[config.mk]
export PLATFORM = sky130hd
export DESIGN_NAME = uart_rx
export DESIGN_NICKNAME = d
export VERILOG_FILES = /design/src/rtl/uart_pkg.sv /design/src/rtl/uart_sync.sv /design/src/rtl/uart_rx.sv
export SDC_FILE = /design/constraint.sdc
export NUM_CORES = 1
export LEC_CHECK = 0
export ABC_AREA = 1
export CORE_MARGIN = 8
export CORE_UTILIZATION = 50
export CTS_CLUSTER_DIAMETER = 30
export DETAILED_ROUTE_END_ITERATION = 12
export PLACE_DENSITY = 0.71
export SLEW_MARGIN = 5
export SYNTH_ARGS = -nofsm -noshare
export SYNTH_HDL_FRONTEND = slang
export SYNTH_SLANG_ARGS = --single-unit
[constraint.sdc]
create_clock -name clk -period 1.5 [get_ports clk]
set_input_delay 0.15 -clock clk [delete_from_list [all_inputs] [get_ports clk]]
set_output_delay 0.15 -clock clk [all_outputs]
set_load 0.05 [all_outputs]
[src/rtl/uart_pkg.sv]
// uart_pkg: definitions shared by the UART receiver and transmitter.
//   CLKS_PER_BIT_DEFAULT : clock cycles per bit (100 MHz / 9600 baud)
//   DATA_BITS            : data bits per frame (8N1)
//   BIT_IDX_W            : width of the data-bit index
//   uart_state_e         : 3-bit frame FSM states IDLE/START/DATA/STOP/CLEANUP
package uart_pkg;

    localparam int unsigned CLKS_PER_BIT_DEFAULT = 10416;
    localparam int unsigned DATA_BITS            = 8;
    localparam int unsigned BIT_IDX_W            = $clog2(DATA_BITS);

    typedef enum logic [2:0] {
        IDLE    = 3'd0,
        START   = 3'd1,
        DATA    = 3'd2,
        STOP    = 3'd3,
        CLEANUP = 3'd4
    } uart_state_e;

endpackage

[src/rtl/uart_sync.sv]
// uart_sync: N-stage flop synchroniser for a single asynchronous line.
// The stages reset to 1 so that an idle UART line does not produce a
// spurious falling edge when reset is released.
//   clk   : destination clock
//   rst_n : asynchronous active-low reset
//   d     : asynchronous input
//   q     : synchronised output (STAGES cycles of latency)
module uart_sync
    import uart_pkg::*;
#(
    parameter int unsigned STAGES = 2
) (
    input  logic clk,
    input  logic rst_n,
    input  logic d,
    output logic q
);

    logic [STAGES-1:0] sync_q;

    always_ff @(posedge clk or negedge rst_n) begin
        if (!rst_n) begin
            sync_q <= '1;
        end else begin
            sync_q[0] <= d;
            for (int i = 1; i < int'(STAGES); i++) begin
                sync_q[i] <= sync_q[i-1];
            end
        end
    end

    assign q = sync_q[STAGES-1];

endmodule

[src/rtl/uart_rx.sv]
// uart_rx: 8N1 UART receiver.
// Synchronises the RsRx line, detects a start bit on a falling edge,
// confirms it at mid-bit, samples 8 data bits LSB-first at mid-bit and
// checks the stop bit. A good frame updates rx_data with a one-cycle
// rx_valid pulse; a low stop bit gives a one-cycle rx_frame_err pulse and
// the byte is dropped.
//   clk          : system clock
//   rst_n        : asynchronous active-low reset
//   rx_serial    : raw serial line, idles high, asynchronous to clk
//   rx_data      : last correctly framed byte, held until the next good frame
//   rx_valid     : one-cycle pulse, rx_data updated
//   rx_frame_err : one-cycle pulse, stop bit sampled low
//   rx_busy      : high from start-bit detection until back in IDLE
// Build option UART_RX_MAJORITY_EN: each sample point takes the 2-of-3
// majority of rx_s at count-1, count, count+1, deciding one cycle later.
// CLKS_PER_BIT must be >= 8 and 2**CNT_W must exceed CLKS_PER_BIT.
module uart_rx
    import uart_pkg::*;
#(
    parameter int unsigned CLKS_PER_BIT = CLKS_PER_BIT_DEFAULT,
    parameter int unsigned CNT_W        = 14
) (
    input  logic       clk,
    input  logic       rst_n,
    input  logic       rx_serial,
    output logic [7:0] rx_data,
    output logic       rx_valid,
    output logic       rx_frame_err,
    output logic       rx_busy
);

    localparam logic [CNT_W-1:0] FULL_CNT = CNT_W'(CLKS_PER_BIT - 1);
`ifdef UART_RX_MAJORITY_EN
    // The vote needs the sample after the nominal point, so the start
    // decision moves one cycle later; later bits keep the full bit period.
    localparam logic [CNT_W-1:0] START_CNT = CNT_W'((CLKS_PER_BIT - 1) / 2 + 1);
`else
    localparam logic [CNT_W-1:0] START_CNT = CNT_W'((CLKS_PER_BIT - 1) / 2);
`endif

    logic rx_s;
    logic rx_d_q;
    logic fall;
    logic sample_bit;

    uart_state_e          state_q, state_d;
    logic [CNT_W-1:0]     count_q, count_d;
    logic [BIT_IDX_W-1:0] idx_q, idx_d;
    logic [DATA_BITS-1:0] shift_q, shift_d;
    logic [DATA_BITS-1:0] data_q, data_d;
    logic                 valid_q, valid_d;
    logic                 ferr_q, ferr_d;
    logic                 busy_q, busy_d;

    uart_sync #(
        .STAGES (2)
    ) u_sync (
        .clk   (clk),
        .rst_n (rst_n),
        .d     (rx_serial),
        .q     (rx_s)
    );

    always_ff @(posedge clk or negedge rst_n) begin
        if (!rst_n) begin
            rx_d_q <= 1'b1;
        end else begin
            rx_d_q <= rx_s;
        end
    end

    // Needs a high before the low, so a held-low line never retriggers.
    assign fall = rx_d_q & ~rx_s;

`ifdef UART_RX_MAJORITY_EN
    logic [1:0] hist_q;

    always_ff @(posedge clk or negedge rst_n) begin
        if (!rst_n) begin
            hist_q <= 2'b11;
        end else begin
            hist_q <= {hist_q[0], rx_s};
        end
    end

    assign sample_bit = (hist_q[1] & hist_q[0]) | (hist_q[1] & rx_s) | (hist_q[0] & rx_s);
`else
    assign sample_bit = rx_s;
`endif

    always_comb begin
        state_d = state_q;
        count_d = count_q;
        idx_d   = idx_q;
        shift_d = shift_q;
        data_d  = data_q;
        valid_d = 1'b0;
        ferr_d  = 1'b0;
        busy_d  = busy_q;

        case (state_q)
            IDLE: begin
                busy_d  = 1'b0;
                count_d = '0;
                idx_d   = '0;
                if (fall) begin
                    state_d = START;
                    busy_d  = 1'b1;
                end
            end
            START: begin
                if (count_q == START_CNT) begin
                    count_d = '0;
                    if (!sample_bit) begin
                        state_d = DATA;
                    end else begin
                        // Line back high at mid start bit: a glitch, not a frame.
                        state_d = IDLE;
                        busy_d  = 1'b0;
                    end
                end else begin
                    count_d = count_q + CNT_W'(1);
                end
            end
            DATA: begin
                if (count_q == FULL_CNT) begin
                    count_d         = '0;
                    shift_d[idx_q]  = sample_bit;
                    if (idx_q == BIT_IDX_W'(DATA_BITS - 1)) begin
                        idx_d   = '0;
                        state_d = STOP;
                    end else begin
                        idx_d = idx_q + BIT_IDX_W'(1);
                    end
                end else begin
                    count_d = count_q + CNT_W'(1);
                end
            end
            STOP: begin
                if (count_q == FULL_CNT) begin
                    count_d = '0;
                    state_d = CLEANUP;
                    if (sample_bit) begin
                        data_d  = shift_q;
                        valid_d = 1'b1;
                    end else begin
                        ferr_d = 1'b1;
                    end
                end else begin
                    count_d = count_q + CNT_W'(1);
                end
            end
            CLEANUP: begin
                // Rest of the stop bit is spent in IDLE so a back-to-back
                // start edge is still caught.
                busy_d  = 1'b0;
                state_d = IDLE;
            end
            default: begin
                state_d = IDLE;
                busy_d  = 1'b0;
                count_d = '0;
                idx_d   = '0;
            end
        endcase
    end

    always_ff @(posedge clk or negedge rst_n) begin
        if (!rst_n) begin
            state_q <= IDLE;
            count_q <= '0;
            idx_q   <= '0;
            shift_q <= '0;
            data_q  <= '0;
            valid_q <= 1'b0;
            ferr_q  <= 1'b0;
            busy_q  <= 1'b0;
        end else begin
            state_q <= state_d;
            count_q <= count_d;
            idx_q   <= idx_d;
            shift_q <= shift_d;
            data_q  <= data_d;
            valid_q <= valid_d;
            ferr_q  <= ferr_d;
            busy_q  <= busy_d;
        end
    end

    assign rx_data      = data_q;
    assign rx_valid     = valid_q;
    assign rx_frame_err = ferr_q;
    assign rx_busy      = busy_q;

endmodule

======== Word-level counts from Yosys, hierarchy flattened ========
Index checks and enable logic that the tools add are counted.
word-level totals
  flip-flop bits (word level) ............. 42
  input port bits ......................... 3
  output and inout bits ................... 11
  word-level logic and storage cells ...... 66
cells by class
  $add $sub $neg .......................... 2
  order comparisons ....................... 2
  equal/unequal tests ..................... 13
  mux-type cells .......................... 26
  bitwise operators ....................... 4
  reductions and logical operators ........ 9
operator list
  operator               count
  $pmux 14 s3            1
  $mux 14                2
  $mux 3                 7
  $add 14x1->14 const B  1
  $eq 14x13->1 const B   1
  $eq 14x14->1 const B   1
  $pmux 3 s4             1
  $mux 1                 10
  $ne 2x2->1 const B     5
  $bwmux 8               1
  $eq 3x2->1 const B     2
  $eq 3x3->1 const B     2
  $pmux 3 s2             1
  $reduce_and 3->1       2
  $reduce_and 5->1       1
  $lt 3x4->1 const B     1
  $reduce_and 2->1       2
  $add 3x1->3 const B    1
  $demux 1 s3            1
  $eq 3x1->1 const B     1
  $ge 3x1->1 const B     1
  $logic_not 3->1        1
  $not 1->1              3
  $pmux 1 s3             1
  other kinds (6)        6

======== Logic depth before layout (Yosys ltp) ========
Gate-level depths: netlist (run 1).
  depth in word-level cells ............... 5
  mapped depth ............................ 10
  mapped depth without buffers ............ 10

======== Cells and area by module ========
Synthesis (run 1) repeated with hierarchy kept, for this count alone.
second synthesis, totals
  cells, all modules ...................... 299
  area total of the unflattened synthesis .. 2237.1 um^2
by module, submodules not included
  module     times used  cells an instance  area an instance (um^2)  sequential area each (um^2)
  uart_rx    1           297                2184.6                   1002.2
  uart_sync  1           2                  52.6                     52.6

======== Least setup slack after synthesis (run 1) ========
No wires, ideal clock.
  path type ............................... reg-to-reg
  start ................................... register count_q[1]
  end ..................................... register data_q[0] (netlist: rx_data[0])
  setup time .............................. 119 ps
  data arrival time ....................... 1299 ps
  data required time ...................... 1381 ps
  path slack .............................. 82 ps
  cell stages (with the launch flop) ...... 9
  path buffers ............................ 0
  clock period less this slack ............ 1418 ps
  cells stage by stage .................... dfrtp_1 -> ha_1 -> nand2_1 -> nor2_2 -> nand4_1 -> nor2_4 -> nand3_4 -> nand2_1 -> nand2_1
on the way
  word-level cells in the longest chain between the ends .. 2
ends and longest elaborated chain
  element                            line            text
  start: declaration                 uart_rx.sv:47   logic [CNT_W-1:0] count_q, count_d;
  start signal: assignment           uart_rx.sv:180  count_q <= count_d;
  $eq 14x14->1                       uart_rx.sv:140  if (count_q == FULL_CNT) begin
  $reduce_and 3->1 (no source line)  -
  end signal: assignment             uart_rx.sv:183  data_q <= data_d;
  end: declaration                   uart_rx.sv:50   logic [DATA_BITS-1:0] data_q, data_d;
No other way between the ends.
A chain may end at the register's enable or synchronous reset.

======== Worst setup path after layout (run 1) ========
  start ................................... register count_q[1]
  end ..................................... register data_q[4] (netlist: rx_data[4])
The elaborated chain is that of the path after synthesis.

==> results of run 1 <==
-- logic make-up after synthesis --
group                      after synthesis  synth area share, %
AOI/OAI and AO/OA                       15                3.518
xor gates and xnor gates                 3                1.155
adders and majority gates                3                1.649
buffers and inverters                   38                6.762
DFF                                     42                46.34
and+or+nand+nor                        204                40.57
-- placed cells by master, fill, tap and decap left out, types with 2 or more instances in the layout --
cell type	synthesis	final
nand4_1	16	16
clkbuf_8	0	5
nand2_2	2	18
a21oi_1	2	2
buf_4	0	32
dfstp_2	3	3
nor2_2	7	5
ha_1	3	2
nand3_2	3	2
nor2_4	2	6
buf_6	1	5
o21ai_0	5	4
nand2_4	1	11
xor2_1	3	3
nand2_1	112	86
nand3_1	18	17
inv_2	8	10
inv_1	26	23
o21ai_1	5	5
nand3_4	1	3
dfrtp_2	0	4
dfrtp_1	39	35
nor3_1	4	4
nor2_1	35	33
-- worst max-delay path by stage --
stage                     from      endpoint  slack, ns  cells past startpoint
floorplan           count_q[1]    rx_data[0]       0.08                      8
global placement    count_q[1]   count_q[11]       0.01                      8
detailed placement  count_q[1]    count_q[7]      -0.03                      8
CTS                 count_q[1]    count_q[9]      0.007                     10
global route        count_q[1]  rx_frame_err      -0.16                      9
finish              count_q[1]    rx_data[4]      -0.03                      8
-- synth_stat cells --
cell | number | area share, %
nand4_1 | 16 | 4.4
a21oi_1 | 2 | 0.44
or2_2 | 1 | 0.28
nand3b_1 | 1 | 0.33
a31oi_1 | 2 | 0.55
nor2_1 | 35 | 5.8
nor3_2 | 1 | 0.44
ha_1 | 3 | 1.6
inv_2 | 8 | 1.3
o21ai_1 | 5 | 1.1
nor2_4 | 2 | 0.99
o21ai_0 | 5 | 1.1
nor2_2 | 7 | 1.9
nand3_1 | 18 | 4.0
dfrtp_1 | 39 | 43
buf_6 | 1 | 0.49
nand3_4 | 1 | 0.77
buf_2 | 3 | 0.66
nand2_1 | 112 | 18
inv_1 | 26 | 4.3
xor2_1 | 3 | 1.2
dfstp_2 | 3 | 3.5
o211ai_1 | 1 | 0.33
nand3_2 | 3 | 1.3
nor3_1 | 4 | 0.88
nand2_2 | 2 | 0.55
nand2_4 | 1 | 0.49
-- power breakdown --
group          total [uW]  switching (uW)  internal (uW)
clock network         729             402            327
registers            1340             109           1230
logic                1100             690            413
-- cell type report --
class                   count  area, um^2  share of cell area [%]
multi-input cells         225        1250                   42.21
flip-flops and latches     42        1060                   35.78
repair buffers             42       366.6                   12.38
inverters                  34       130.1                   4.394
clock buffers               5       68.82                   2.324
well taps                  52       65.06                   2.197
clock inverters             3       21.27                  0.7182
-- sequential cells by signal (all words and copies together), names as in the netlist --
register,flops
shift_q,8
state_q,3
idx_q,3
rx_busy,1
rx_valid,1
count_q,14
rx_frame_err,1
u_sync.sync_q,2
rx_d_q,1
rx_data,8
-- critical path: cells and delay by family (launching register included) --
family                     cells  cell delay, ns
adders and majority gates      1            0.19
and+or+nand+nor                7            0.82
DFF                            1            0.41
-- per-stage QoR --
stage / cell area, um^2 / TNS, ns / hold slack (ns)
floorplan: 2276 / 0 / -0.1456
global placement: 2540 / 0 / 0.2439
detailed placement: 2540 / -0.1696 / 0.2515
CTS: 2643 / 0 / 0.2441
global route: 2962 / -3.573 / 0.2479
finish: 2962 / -0.2681 / 0.2525
-- per-layer routing --
| metal | vias up | part of all wire, % | GRT usage [%] |
|---|---|---|---|
| met3 | 8 | 5.5 | 3.809 |
| li1 | 1057 | - | - |
| met4 | 0 | 1.5 | 5.181 |
| met2 | 49 | 47 | 22.84 |
| met1 | 971 | 46 | 18.86 |
| met5 | - | 0 | 0 |
-- repair_timing --
| action | in CTS | in global routing |
|---|---|---|
| gates resized for setup | 1 | 62 |
| endpoints found under the setup margin | 10 | 37 |
| pin swaps | 0 | 21 |
| cloned | 0 | 1 |
| endpoints found under the hold margin | 39 | 0 |
| buffers inserted | 0 | 10 |
| hold buffers | 1 | 0 |
==> impl_metrics.ini, run 1 <==
[status]
status = finished, violations left
failed_checks = negative setup slack

[timing]
clock_skew_ns = 0.009006
min_period_ns = 1.530
maxSlewViolCount = 0
rsz0062_at_grt = yes
fmax_ghz = 0.6537
worstMarginPinSlew_ns = 0.5076
relSlewSlack_pct = 66.16
hold_violations = 0
min_period_over_period_pct = 102.0
fin_ws_ns = -0.02970
finalSetupViolCount = 19

[cells_and_area]
antenna_cells = 0
final_util_pct = 67.55
instances_no_fill = 403
fillers = 368
area_growth_pct = 30.13
drive_above_1_share_pct = 33.05
nets = 356

[power]
powerDensity_nw_per_um2 = 1070
power.leakage_uw = 0.001521
p_total_uw = 3168
ir_worst_vdd_v = 0.0009317

[detailed_routing]
drt-pass1-iter-count = 4
wirelength_um = 5247
wl_per_cell_um = 13.02
vias_per_cell = 5.174
postRouteAntennaNets = 0
drc = 0
vias = 2085
drt_iter0_markers = 153

[setup_path]
crit_fanout = 8
worst_ep_arrival_time_ns = 1.73
path_cells = ha_4 -> nand2_4 -> nor2_4 -> nand4_1 -> nor2_4 -> nand3_4 -> nand2_2 -> nand2_2
critPathCaptureType = flop
r2r-end = rx_data[4]
crit_type = flop to flop
critPathLaunchType = flop
slowest_stage = dfrtp_1
slowest_delay_ns = 0.41
timing.rr.start = count_q[1]
worst-r2r-cell-count = 8
worst_ep_required_time_ns = 1.70
reg2reg_slack_ns = -0.03

[die]
core.rowCount = 24
die_h_um = 83.47
core_area_um2 = 4384
die_w_um = 83.47
start_util_pct = 51.91
pin_count = 14
dieArea_um2 = 6966

[worst_hold_path]
hold_class = primary input to flop
holdPathEnd = u_sync.sync_q[0]
min_from = rx_serial
min_delay_path_depth = 1

[synthesis]
yosysUniqueCellTypes = 27
ys_seq_elements = 42
yosys_warnings = 0
synthCells = 305
netlist_area_um2 = 2276
avgSynthCellArea_um2 = 7.462
synth_nets = 311
synth-seq-area-share_pct = 46.34

[grt]
grt_max_degree = 43
gr-usage-all-layers_pct = 14.59
grt_pass1_vias = 1906
grt_pass1_wl_um = 8590
overflow = 0
antenna_found_initial = 0

[job]
drv_cap = 0

[clocking]
root_buffer = clkbuf_8
htreeDepth = 2
cts.path.max_buffers = 2
tritoncts = built
clk_pin_slew_worst_paths_ns = 0.08
cts_sinks = 42
worst_skew_pair.late_latency_ns = 0.30
cts_buffers = 5

[place]
place_inst = 383
gp_congestion = 0.9041
dp_hpwl_um = 3598
place_ws_ns = -0.03041
io_buffers = 13
Note: power is estimated with default switching activity, not from simulation.
==> run 2, diff against run 1 <==
- RECOVER_POWER: not set -> 100
==> run 2 against run 1 <==
The run still ends with negative setup slack left. Via count barely moved. Total power fell by 0.49%. Worst setup slack got worse by 0.0035 ns. Maximum frequency fell by 0.23%. Highest routed layer unchanged. Sequential power barely moved. Sequential cell count did not move.
==> impl_metrics.ini, run 2 (synthesis gave the netlist of run 1 again) <==
[job]
drv_cap = 0

[die]
dieArea_um2 = 6966
core.rowCount = 24
die_h_um = 83.47
pin_count = 14
start_util_pct = 51.91
die_w_um = 83.47
core_area_um2 = 4384

[worst_hold_path]
min_from = u_sync.sync_q[0]
hold_class = flop to flop

[timing]
worstMarginPinSlew_ns = 0.9958
relSlewSlack_pct = 33.61
fmax_ghz = 0.6522
rsz0062_at_grt = yes
min_period_over_period_pct = 102.2
hold_slack_ns = 0.3591
maxSlewViolCount = 0
clock_skew_ns = 0.009230
hold_violations = 0
finalSetupViolCount = 21
fin_ws_ns = -0.03323
min_period_ns = 1.533

[status]
failed_checks = negative setup slack
status = finished, violations left

[setup_path]
crit_type = flop to flop
worst_ep_required_time_ns = 1.70
crit_fanout = 8
timing.rr.start = count_q[1]
critPathCaptureType = flop
worst_ep_arrival_time_ns = 1.73
critPathLaunchType = flop
critical_path.startpoint = count_q[1]

[place]
place_ws_ns = -0.03041
io_buffers = 13
dp_hpwl_um = 3598
place_inst = 383
gp_congestion = 0.9041

[power]
power_switching_uw = 1199
power.leakage_uw = 0.001477
swShare_pct = 38.05
intPower_uw = 1953
combPwrFrac_pct = 34.5
clockPowerShare_pct = 23.1
powerDensity_nw_per_um2 = 1080
seqPwrFrac_pct = 42.4
ir_worst_vdd_v = 0.0008985

[cells_and_area]
drive_above_1_share_pct = 30.20
area_growth_pct = 28.26
final_cell_mix = 86 x nand2_1, 35 x dfrtp_1, 33 x nor2_1
antenna_cells = 0
nets = 356
largest_reg_flops = 14
instances_no_fill = 403
regMostFlops = count_q
layout.cells.most_common = nand2_1
final_util_pct = 66.58

[detailed_routing]
wl_per_cell_um = 13.04
vias = 2084
drt-pass1-iter-count = 4
wirelength_um = 5256
vias_per_cell = 5.171
postRouteAntennaNets = 0
drc = 0
drt_iter0_markers = 134

[clocking]
root_buffer = clkbuf_8
clk_pin_slew_worst_paths_ns = 0.08
cts_sinks = 42
cts_buffers = 5
worst_skew_pair.late_latency_ns = 0.30
tritoncts = built
htreeDepth = 2
cts.path.max_buffers = 2

[grt]
grt_pass1_wl_um = 8590
antenna_found_initial = 0
grt_max_degree = 43
grt_pass1_vias = 1906
gr-usage-all-layers_pct = 14.59
overflow = 0
run 2: area by class of cell:
class,count,area (um^2)
Tap cell,52,65.06
Timing Repair Buffer,42,324.1
Multi-Input combinational cell,225,1250
Fill cell,379,1465
Inverter,34,130.1
Clock inverter,3,21.27
Clock buffer,5,68.82
Sequential cell,42,1060
run 2: what timing repair did:
item,4_1_cts,5_1_grt
hold endpoints to repair,39,0
gates resized for setup,1,62
hold buffers,1,0
gates cloned,0,1
pin swaps,0,21
buffers inserted,0,10
endpoints found under the setup margin,10,37
run 2: power by group through the flow:
stage          Clock, uW  Combinational, uW  Sequential [uW]
2_1_floorplan          0                567             1370
3_3_place_gp           0                859             1330
3_5_place_dp           0                875             1330
4_1_cts              756                883             1310
5_1_grt              806               1230             1350
6_report             729               1090             1340
run 2: layer usage:
layer	track usage [%]	up-vias	share of wire [%]
met4	5.181	0	1.5
met2	22.84	51	47
met3	3.809	8	5.3
li1	-	1057	-
met1	18.86	968	46
met5	0	-	0
run 2: stage by stage:
step / setup TNS (ns) / power, uW / cell area [um^2]
final: -0.3543 / 3153 / 2919
after global routing: -3.859 / 3385 / 2919
after CTS: 0 / 2953 / 2643
after detailed placement: -0.1696 / 2210 / 2540
after global placement: 0 / 2188 / 2540
after floorplan: 0 / 1940 / 2276
run 2: path summary, 6_finish.rpt:
kind / cells past startpoint / end / slack [ns]
min: 0 / u_sync.sync_q[1] / 0.36
min in group asynchronous: 3 / count_q[5] / 0.62
min reg2reg: 0 / u_sync.sync_q[1] / 0.36
max: 8 / rx_data[4] / -0.03
max reg2reg: 8 / rx_data[4] / -0.03
max in group asynchronous: 3 / count_q[6] / 0.20
run 2: critical path, stage by stage (launching register included):
cell and delay [ns]:
dfrtp_1 0.41, ha_4 0.19, nand2_4 0.07, nor2_4 0.11
nand4_1 0.16, nor2_4 0.19, nand3_4 0.15, nand2_2 0.11
nand2_2 0.04
